--- config.mk ---
export PLATFORM = sky130hd
export DESIGN_NAME = camera_config_sequencer
export DESIGN_NICKNAME = d
export VERILOG_FILES = /design/src/rtl/camera_cfg_pkg.sv /design/src/rtl/cfg_delay_timer.sv /design/src/rtl/camera_config_sequencer.sv
export SDC_FILE = /design/constraint.sdc
export NUM_CORES = 1
export LEC_CHECK = 0
export ABC_AREA = 1
export BUFFER_PORTS_ARGS = -buffer_cell sky130_fd_sc_hd__buf_2
export CORE_ASPECT_RATIO = 0.75
export CORE_MARGIN = 1
export CORE_UTILIZATION = 42
export CTS_BUF_LIST = sky130_fd_sc_hd__clkbuf_4 sky130_fd_sc_hd__clkbuf_8 sky130_fd_sc_hd__clkbuf_16
export DETAILED_ROUTE_END_ITERATION = 16
export PLACE_DENSITY = 0.58
export SYNTH_ARGS = -nofsm -noshare
export SYNTH_HDL_FRONTEND = slang
export SYNTH_SLANG_ARGS = --single-unit
--- constraint.sdc ---
create_clock -name i_clk -period 3.4 [get_ports i_clk]
set_input_delay 0 -clock i_clk [delete_from_list [all_inputs] [get_ports i_clk]]
set_output_delay 0 -clock i_clk [all_outputs]
set_load 0.005 [all_outputs]
--- src/rtl/camera_cfg_pkg.sv ---
// Shared types and constants for the OV7670 configuration sequencer.
// Table entries are {register, value} unless they match one of the two markers.
package camera_cfg_pkg;

  localparam int unsigned CFG_ROM_AW  = 8;
  localparam int unsigned CFG_ENTRY_W = 16;
  localparam int unsigned CFG_TIMER_W = 32;

  localparam logic [CFG_ENTRY_W-1:0] CFG_END   = 16'hFFFF;
  localparam logic [CFG_ENTRY_W-1:0] CFG_DELAY = 16'hFFF0;

  typedef enum logic [2:0] {
    IDLE,
    FETCH,
    DECODE,
    CMD,
    WAIT_DONE,
    DELAY,
    NEXT,
    DONE
  } cfg_state_e;

  // One SCCB register write, laid out exactly like a table entry
  typedef struct packed {
    logic [7:0] reg_addr;
    logic [7:0] value;
  } sccb_cmd_t;

endpackage

--- src/rtl/cfg_delay_timer.sv ---
// Loadable down-counter used for fixed settle delays between table entries.
// Counts down while enabled and parks at zero.
module cfg_delay_timer
  import camera_cfg_pkg::*;
#(
  parameter int unsigned WIDTH = CFG_TIMER_W
) (
  input  logic             i_clk,
  input  logic             i_rstn,
  input  logic             load,
  input  logic [WIDTH-1:0] load_value,
  input  logic             count,
  output logic             zero_c
);

  logic [WIDTH-1:0] value;

  always_ff @(posedge i_clk or negedge i_rstn) begin
    if (!i_rstn) begin
      value <= '0;
    end else if (load) begin
      value <= load_value;
    end else if (count && (value != '0)) begin
      value <= value - WIDTH'(1);
    end
  end

  assign zero_c = (value == '0);

endmodule

--- src/rtl/camera_config_sequencer.sv ---
// Walks the OV7670 config ROM from address 0 and issues each entry as an SCCB
// write or a fixed delay, stopping at the end marker or the last ROM address.
module camera_config_sequencer
  import camera_cfg_pkg::*;
#(
  parameter int unsigned DELAY_CYCLES = 250000,
  parameter int unsigned ROM_AW       = CFG_ROM_AW
) (
  input  logic                   i_clk,
  input  logic                   i_rstn,
  input  logic                   i_start,
  output logic [ROM_AW-1:0]      o_rom_addr,
  input  logic [CFG_ENTRY_W-1:0] i_rom_data,
  output logic                   o_sccb_valid,
  input  logic                   i_sccb_ready,
  output logic [7:0]             o_sccb_reg,
  output logic [7:0]             o_sccb_data,
  input  logic                   i_sccb_done,
  output logic                   o_busy,
  output logic                   o_done
);

  localparam logic [ROM_AW-1:0]      ADDR_LAST  = '1;
  localparam logic [CFG_TIMER_W-1:0] DELAY_LOAD = CFG_TIMER_W'(DELAY_CYCLES - 1);

  cfg_state_e             state, nxt_state;
  logic                   fetch_wait, nxt_fetch_wait;
  logic [CFG_ENTRY_W-1:0] entry, nxt_entry;
  logic [ROM_AW-1:0]      nxt_addr;
  logic                   nxt_valid, nxt_busy, nxt_done;
  sccb_cmd_t              cmd, nxt_cmd;
  logic                   timer_load, timer_count, timer_zero;

  cfg_delay_timer #(
    .WIDTH(CFG_TIMER_W)
  ) u_delay_timer (
    .i_clk     (i_clk),
    .i_rstn    (i_rstn),
    .load      (timer_load),
    .load_value(DELAY_LOAD),
    .count     (timer_count),
    .zero_c    (timer_zero)
  );

  always_ff @(posedge i_clk or negedge i_rstn) begin
    if (!i_rstn) begin
      state        <= IDLE;
      fetch_wait   <= 1'b0;
      entry        <= '0;
      o_rom_addr   <= '0;
      o_sccb_valid <= 1'b0;
      cmd          <= '0;
      o_busy       <= 1'b0;
      o_done       <= 1'b0;
    end else begin
      state        <= nxt_state;
      fetch_wait   <= nxt_fetch_wait;
      entry        <= nxt_entry;
      o_rom_addr   <= nxt_addr;
      o_sccb_valid <= nxt_valid;
      cmd          <= nxt_cmd;
      o_busy       <= nxt_busy;
      o_done       <= nxt_done;
    end
  end

  // Sequencing: fetch (2 cycles for the registered ROM), decode, then act on the entry
  always_comb begin
    nxt_state      = state;
    nxt_fetch_wait = fetch_wait;
    nxt_entry      = entry;
    nxt_addr       = o_rom_addr;
    nxt_valid      = o_sccb_valid;
    nxt_cmd        = cmd;
    nxt_busy       = o_busy;
    nxt_done       = o_done;
    timer_load     = 1'b0;
    timer_count    = 1'b0;

    unique case (state)
      IDLE: begin
        if (i_start) begin
          nxt_addr       = '0;
          nxt_busy       = 1'b1;
          nxt_done       = 1'b0;
          nxt_fetch_wait = 1'b0;
          nxt_state      = FETCH;
        end
      end
      FETCH: begin
        if (fetch_wait) begin
          nxt_entry      = i_rom_data;
          nxt_fetch_wait = 1'b0;
          nxt_state      = DECODE;
        end else begin
          nxt_fetch_wait = 1'b1;
        end
      end
      DECODE: begin
        if (entry == CFG_END) begin
          nxt_state = DONE;
        end else if (entry == CFG_DELAY) begin
          timer_load = 1'b1;
          nxt_state  = DELAY;
        end else begin
          nxt_cmd   = sccb_cmd_t'(entry);
          nxt_valid = 1'b1;
          nxt_state = CMD;
        end
      end
      CMD: begin
        if (i_sccb_ready) begin
          nxt_valid = 1'b0;
          nxt_state = WAIT_DONE;
        end
      end
      WAIT_DONE: begin
        if (i_sccb_done) begin
          nxt_state = NEXT;
        end
      end
      DELAY: begin
        timer_count = 1'b1;
        if (timer_zero) begin
          nxt_state = NEXT;
        end
      end
      NEXT: begin
        // No wrap: a table without a terminator ends at the last address
        if (o_rom_addr == ADDR_LAST) begin
          nxt_state = DONE;
        end else begin
          nxt_addr       = o_rom_addr + ROM_AW'(1);
          nxt_fetch_wait = 1'b0;
          nxt_state      = FETCH;
        end
      end
      DONE: begin
        nxt_busy  = 1'b0;
        nxt_done  = 1'b1;
        nxt_state = IDLE;
      end
      default: begin
        nxt_state = IDLE;
      end
    endcase
  end

  assign o_sccb_reg  = cmd.reg_addr;
  assign o_sccb_data = cmd.value;

endmodule
==> flow_summary.toml, run 1 <==
[run_status]
outcome = "complete, no violations"

[timing]
slew_headroom = 0.330
setup_violations = 0
min_period_over_period = 0.705
grt_setup_unrepaired = "false"
final_hold_viol_count = 0
tightest_slew_ns = 1.00
maxSlewViolCount = 0
setup_tns_ns = 0
period_needed_ns = 2.40
max_freq_mhz = 417
clock_skew_ns = 0.00792
finalWorstSetupSlack_ns = 1.00

[global_route]
grt_pass1_vias = 3533
grt.overflow.total = 0
grt_usage = 0.215
grt_pass1_wl_mm = 17.5
antenna_found_initial = 0
grt_max_degree = 80

[place]
io_buffers = 47
place_ws_ns = 1.03
dp_hpwl_mm = 7.34
place.gp.congestion = 0.865

[route]
routed_wl_mm = 10.5
ant_nets = 0
wl_met3_um = 532
wl_met2_mm = 4.31
highest_layer = "met4"
avgViaCountPerCell = 4.99
drc = 0
drt_iter0_drc = 236
wl_per_cell_um = 13.4
wl_met1_mm = 5.55
dr.pass1.iters = 7
vias = 3915

[clocking]
path_clk_slew_ns = 0.06
clkLatencyLatePin_ns = 0.34
ctsRootBufferMaster = "clkbuf_16"
htreeDepth = 3
cts_resized = 0
cts_buffer_depth = 2
cts_tree = "done"
cts_buffers = 9
clock-sinks = 79

[floorplanning]
die_h_um = 88.9
die_w_um = 118
rows = 31
die-area_um2 = 10500
start_util = 0.434
io_pins = 48
core_area_um2 = 9740

[yosys]
yosys_warnings = 0
synth_nets = 606
synth.yosys.seq_area_share = 0.467
synth_area_um2 = 4230
ys_seq_elements = 79
syn_inst = 583
synthDistinctLibCells = 25
post_synth.cell_area_avg_um2 = 7.25

[critical_path]
crit_type = "reg -> reg"
start_kind = "flip-flop"
cp.required_ns = 3.68
cp-end-kind = "flip-flop"
reg2regPathDepth = 10
r2r-end = "u_delay_timer.value[16]"
worstPathArrival_ns = 2.68
r2r_start = "u_delay_timer.value[0]"
r2r_slack_ns = 1.00
critical_path_peak_fanout = 29

[power]
power_per_cell_area_nw_per_um2 = 934
p_sw_uw = 2130
vdd_drop_max_v = 0.000431
pwr-share-comb = 0.446
p_clk_frac = 0.202
p_sw_frac = 0.450
pwr-share-seq = 0.353
p_int_uw = 2590
leakage_uw = 0.00265

[min_path]
worstHoldPathCells = 3
hold_path_class = "in -> reg"
min_to = "o_busy"
min-delay-start = "i_start"

[finish]
syn_to_final_growth_pct = 19.5
drive_above_1_share = 0.123
largest-register = "u_delay_timer.value"
layout.nets = 670
top_regs = "u_delay_timer.value: 32 flops, entry: 16 flops"
n_antenna_cell = 0
utilization = 0.519
largest_reg_flops = 32

[run]
cap_violations = 0
[critical path, stage by stage (launching register included)]
cell and delay, ns:
dfrtp_1 0.39, inv_1 0.12, ha_1 0.31, nand2_2 0.15
nor2_4 0.20, nand2_2 0.10, o21bai_4 0.20, nand2_2 0.20
inv_2 0.46, nand2_1 0.11, nand2_1 0.08
[metrics by stage]
step	std cells	instance area (µm²)	hold WS (ns)	power, µW
floorplan	583	4230	-0.296	3120
global placement	750	4580	0.205	3710
detailed placement	750	4580	0.208	3730
CTS	784	5050	0.0480	4720
global route	784	5050	0.0987	5150
finish	784	5050	0.0664	4720
[per-layer routing]
metal  GRT usage  vias up
met1       0.326     1791
li1            -     1998
met2       0.303      114
met4      0.0746        0
met5           0        -
met3      0.0440       12
[area by class of cell]
class | count | area [µm²]
clock buffer | 12 | 260
clock inverter | 4 | 35.0
fill | 965 | 4680
inverter | 52 | 195
multi-input combinational | 438 | 1990
sequential | 79 | 1980
tap | 132 | 165
timing repair buffer | 67 | 433
[worst max-delay path by stage]
| stage | from | to | slack, ns | cells after the start |
|---|---|---|---|---|
| 2_1_floorplan | u_delay_timer.value[0] | u_delay_timer.value[21] | 1.62 | 12 |
| 3_3_place_gp | u_delay_timer.value[0] | u_delay_timer.value[20] | 1.15 | 10 |
| 3_5_place_dp | u_delay_timer.value[0] | u_delay_timer.value[5] | 1.03 | 10 |
| 4_1_cts | u_delay_timer.value[0] | u_delay_timer.value[5] | 1.02 | 10 |
| 5_1_grt | u_delay_timer.value[0] | u_delay_timer.value[31] | 0.78 | 10 |
| 6_report | u_delay_timer.value[0] | u_delay_timer.value[16] | 1.00 | 10 |
[layout by cell type, fill, tap and decap left out]
cell and instances:
clkbuf_8 2, o32ai_1 1, xnor2_1 2, buf_4 3, nor2_4 1, dlygate4sd3_1 18, or2_2 5, buf_2 46
o21ai_0 33, inv_6 3, clkbuf_16 9, o21bai_4 1, nand3_1 31, o21bai_1 4, a21oi_1 24, nand3_2 1
mux2_2 1, nor3_1 3, nand4_1 28, clkinv_4 1, ha_1 2, nand2_1 187, inv_1 51, dfrtp_1 79
inv_2 1, nand2_2 4, xor2_1 10, clkbuf_4 1, nor2_1 99, nor2_2 1
[synthesized netlist by cell type (all sizes together)]
| cell | number | area share |
|---|---|---|
| dfrtp | 79 | 0.47 |
| a21oi | 24 | 0.028 |
| nor2 | 101 | 0.092 |
| buf | 4 | 0.0077 |
| o32ai | 1 | 0.0021 |
| ha | 2 | 0.0059 |
| clkbuf | 10 | 0.0089 |
| xnor2 | 2 | 0.0041 |
| nand2 | 191 | 0.17 |
| or2 | 5 | 0.0074 |
| o21ai | 33 | 0.039 |
| xor2 | 10 | 0.021 |
| mux2 | 1 | 0.0027 |
| inv | 52 | 0.046 |
| o21bai | 5 | 0.012 |
| nand3 | 32 | 0.039 |
| nor3 | 3 | 0.0035 |
| nand4 | 28 | 0.041 |
[power by group through the flow]
| stage | combinational [µW] | sequential [µW] | clock (µW) |
|---|---|---|---|
| after floorplan | 1520 | 1600 | 0 |
| after global placement | 2040 | 1660 | 0 |
| after detailed placement | 2050 | 1670 | 0 |
| after CTS | 2090 | 1660 | 979 |
| after global routing | 2420 | 1720 | 1010 |
| final | 2100 | 1660 | 951 |
[cells by family after synthesis]
| kind of cell | after synthesis | synth area share |
|---|---|---|
| AOI/OAI and AO/OA | 63 | 0.0811 |
| xor gates and xnor gates | 12 | 0.0249 |
| adders and majority gates | 2 | 0.00592 |
| buffers and inverters | 66 | 0.0627 |
| DFF | 79 | 0.467 |
| muxes | 1 | 0.00266 |
| and+or+nand+nor | 360 | 0.355 |
[timing repair]
item / in CTS / in global routing
endpoints found under the setup margin: 0 / 0
hold buffers: 18 / 0
setup buffers: 0 / 0
hold endpoints to repair: 97 / 0
Note: power is estimated with default switching activity, not from simulation.
==> inputs of run 2 (changes only) <==
--- a/config.mk
+++ b/config.mk
@@ -12,7 +12,7 @@
 export CORE_UTILIZATION = 42
 export CTS_BUF_LIST = sky130_fd_sc_hd__clkbuf_4 sky130_fd_sc_hd__clkbuf_8 sky130_fd_sc_hd__clkbuf_16
 export DETAILED_ROUTE_END_ITERATION = 16
-export PLACE_DENSITY = 0.58
+export PLACE_DENSITY = 0.6
 export SYNTH_ARGS = -nofsm -noshare
 export SYNTH_HDL_FRONTEND = slang
 export SYNTH_SLANG_ARGS = --single-unit
==> constraint.sdc (replaced) <==
create_clock -name i_clk -period 1.95 [get_ports i_clk]
set_input_delay 0 -clock i_clk [delete_from_list [all_inputs] [get_ports i_clk]]
set_output_delay 0 -clock i_clk [all_outputs]
set_load 0.005 [all_outputs]
==> run 2 against run 1 <==
Effect of this change: setup slack got worse by 0.86 ns; cell area rose by 9.0%; first-iteration DRC count rose by 21%; sequential share of layout area shrank 3.2 points; via count grew 4.2%; critical path depth down 1; clock power grew 93%; sequential power rose by 70%; critical path type unchanged; critical endpoint is now u_delay_timer.value[15]; largest power group unchanged.
==> flow_summary.toml, run 2 (synthesis results as in run 1) <==
[run_status]
outcome = "complete, no violations"

[place]
dp_hpwl_mm = 8.19
io_buffers = 47
place.gp.congestion = 0.902

[finish]
drive_above_1_share = 0.199
largest_reg_flops = 32
fillers = 907
final_cell_mix = "186 x nand2_1, 88 x nor2_1, 78 x dfrtp_1"
layout_commonest_cell = "nand2_1"
n_antenna_cell = 0
top_regs = "u_delay_timer.value: 32 flops, entry: 16 flops"
syn_to_final_growth_pct = 30.2
largest-register = "u_delay_timer.value"
layout.nets = 716

[power]
leakage_uw = 0.00291
vdd_drop_max_v = 0.000686
power_per_cell_area_nw_per_um2 = 1660

[route]
wl_per_cell_um = 13.6
drc = 0
ant_nets = 0
routed_wl_mm = 11.3
avgViaCountPerCell = 4.91
drt_iter0_drc = 286
vias = 4078
dr.pass1.iters = 5

[global_route]
grt.overflow.total = 0
grt_pass1_wl_mm = 18.4
grt_pass1_vias = 3696
grt_usage = 0.228
grt_max_degree = 36
antenna_found_initial = 0

[critical_path]
r2r_start = "u_delay_timer.value[14]"
r2r_slack_ns = 0.14
cp.required_ns = 2.22
critical_path_peak_fanout = 5
r2r-end = "u_delay_timer.value[15]"
crit_type = "reg -> reg"
worstPathArrival_ns = 2.08
reg2regPathDepth = 9
start_kind = "flip-flop"
cp-end-kind = "flip-flop"

[timing]
min_period_over_period = 0.926
grt_setup_unrepaired = "false"
max_freq_mhz = 554
finalHoldWorstSlack_ns = 0.0298
final_hold_viol_count = 0
period_needed_ns = 1.81
setup_violations = 0
slew_headroom = 0.702
maxSlewViolCount = 0
tightest_slew_ns = 0.448
clock_skew_ns = 0.00640
setup_tns_ns = 0

[clocking]
ctsRootBufferMaster = "clkbuf_16"
cts_buffers = 9
cts_tree = "done"
clkLatencyLatePin_ns = 0.33
path_clk_slew_ns = 0.06
htreeDepth = 3
cts_buffer_depth = 2
clock-sinks = 79

[floorplanning]
io_pins = 48
start_util = 0.434
die_w_um = 118
die_h_um = 88.9
die-area_um2 = 10500
rows = 31
core_area_um2 = 9740

[min_path]
min_to = "o_busy"
worstHoldPathCells = 3
hold_path_class = "in -> reg"
min-delay-start = "i_start"

[run]
cap_violations = 0
[run 2: cell types whose count changed in the layout (fill, tap and decap cells not counted), moves of 2 or more]
| cell | change |
|---|---|
| clkinv_4 | +2 |
| buf_4 | +43 |
| nor2_1 | -11 |
| buf_12 | +2 |
| clkbuf_8 | -2 |
| nor2_2 | +11 |
| bufinv_16 | +2 |
[run 2: how the worst max path moves through the flow]
stage	from	to	slack [ns]	depth (start not counted)
finish	u_delay_timer.value[14]	u_delay_timer.value[15]	0.14	9
global route	u_delay_timer.value[7]	u_delay_timer.value[17]	0.009	9
CTS	u_delay_timer.value[8]	u_delay_timer.value[14]	0.11	10
detailed placement	u_delay_timer.value[8]	u_delay_timer.value[14]	0.11	10
global placement	u_delay_timer.value[8]	u_delay_timer.value[19]	0.13	11
floorplan	u_delay_timer.value[0]	u_delay_timer.value[21]	0.17	12
[run 2: final cells by class]
| cell class | count | area [µm²] | area share |
|---|---|---|---|
| Sequential cell | 79 | 1980 | 0.359 |
| Clock inverter | 7 | 104 | 0.0189 |
| Timing Repair Buffer | 113 | 821 | 0.149 |
| Multi-Input combinational cell | 438 | 2020 | 0.366 |
| Tap cell | 132 | 165 | 0.0300 |
| Clock buffer | 9 | 225 | 0.0409 |
| Inverter | 52 | 195 | 0.0355 |
[run 2: through the flow]
step                      cell area (µm²)   util  power [µW]  instances  setup WS [ns]
final                                5510  0.565        9120        830          0.143
after detailed placement             4920  0.506        7070        793          0.107
after floorplan                      4230      -        5440        583          0.171
after global routing                 5510  0.565        9900        830        0.00904
after CTS                            5430  0.558        8980        827          0.112
after global placement               4920  0.506        7000        793          0.134
[run 2: what timing repair did]
item,in CTS,in global routing
endpoints found under the setup margin,0,32
hold endpoints to repair,52,0
setup buffers,0,2
hold buffers,18,0
gates resized for setup,0,13
[run 2: critical path: stages, from the launching register on]
cell and delay [ns]:
dfrtp_1 0.39, buf_4 0.15, nor2_1 0.25, nand2_1 0.15, nor2_2 0.19, nand2_1 0.14
or2_2 0.29, nand3_1 0.07, nand2_1 0.05, nand2_1 0.06
[run 2: where the power goes]
group | internal, µW | switching (µW) | total [µW] | leakage, µW
registers | 2320 | 500 | 2820 | 0.000993
logic | 1740 | 2720 | 4460 | 0.00176
clock network | 1140 | 705 | 1840 | 0.000161
[run 2: routing by layer]
layer  track usage  routed length (µm)  vias to the layer above
met1         0.340                5970                     1867
met2         0.336                4530                      112
met4        0.0629                 121                        0
met5             0                   0                        -
met3        0.0440                 689                       10
li1              -                   -                     2089
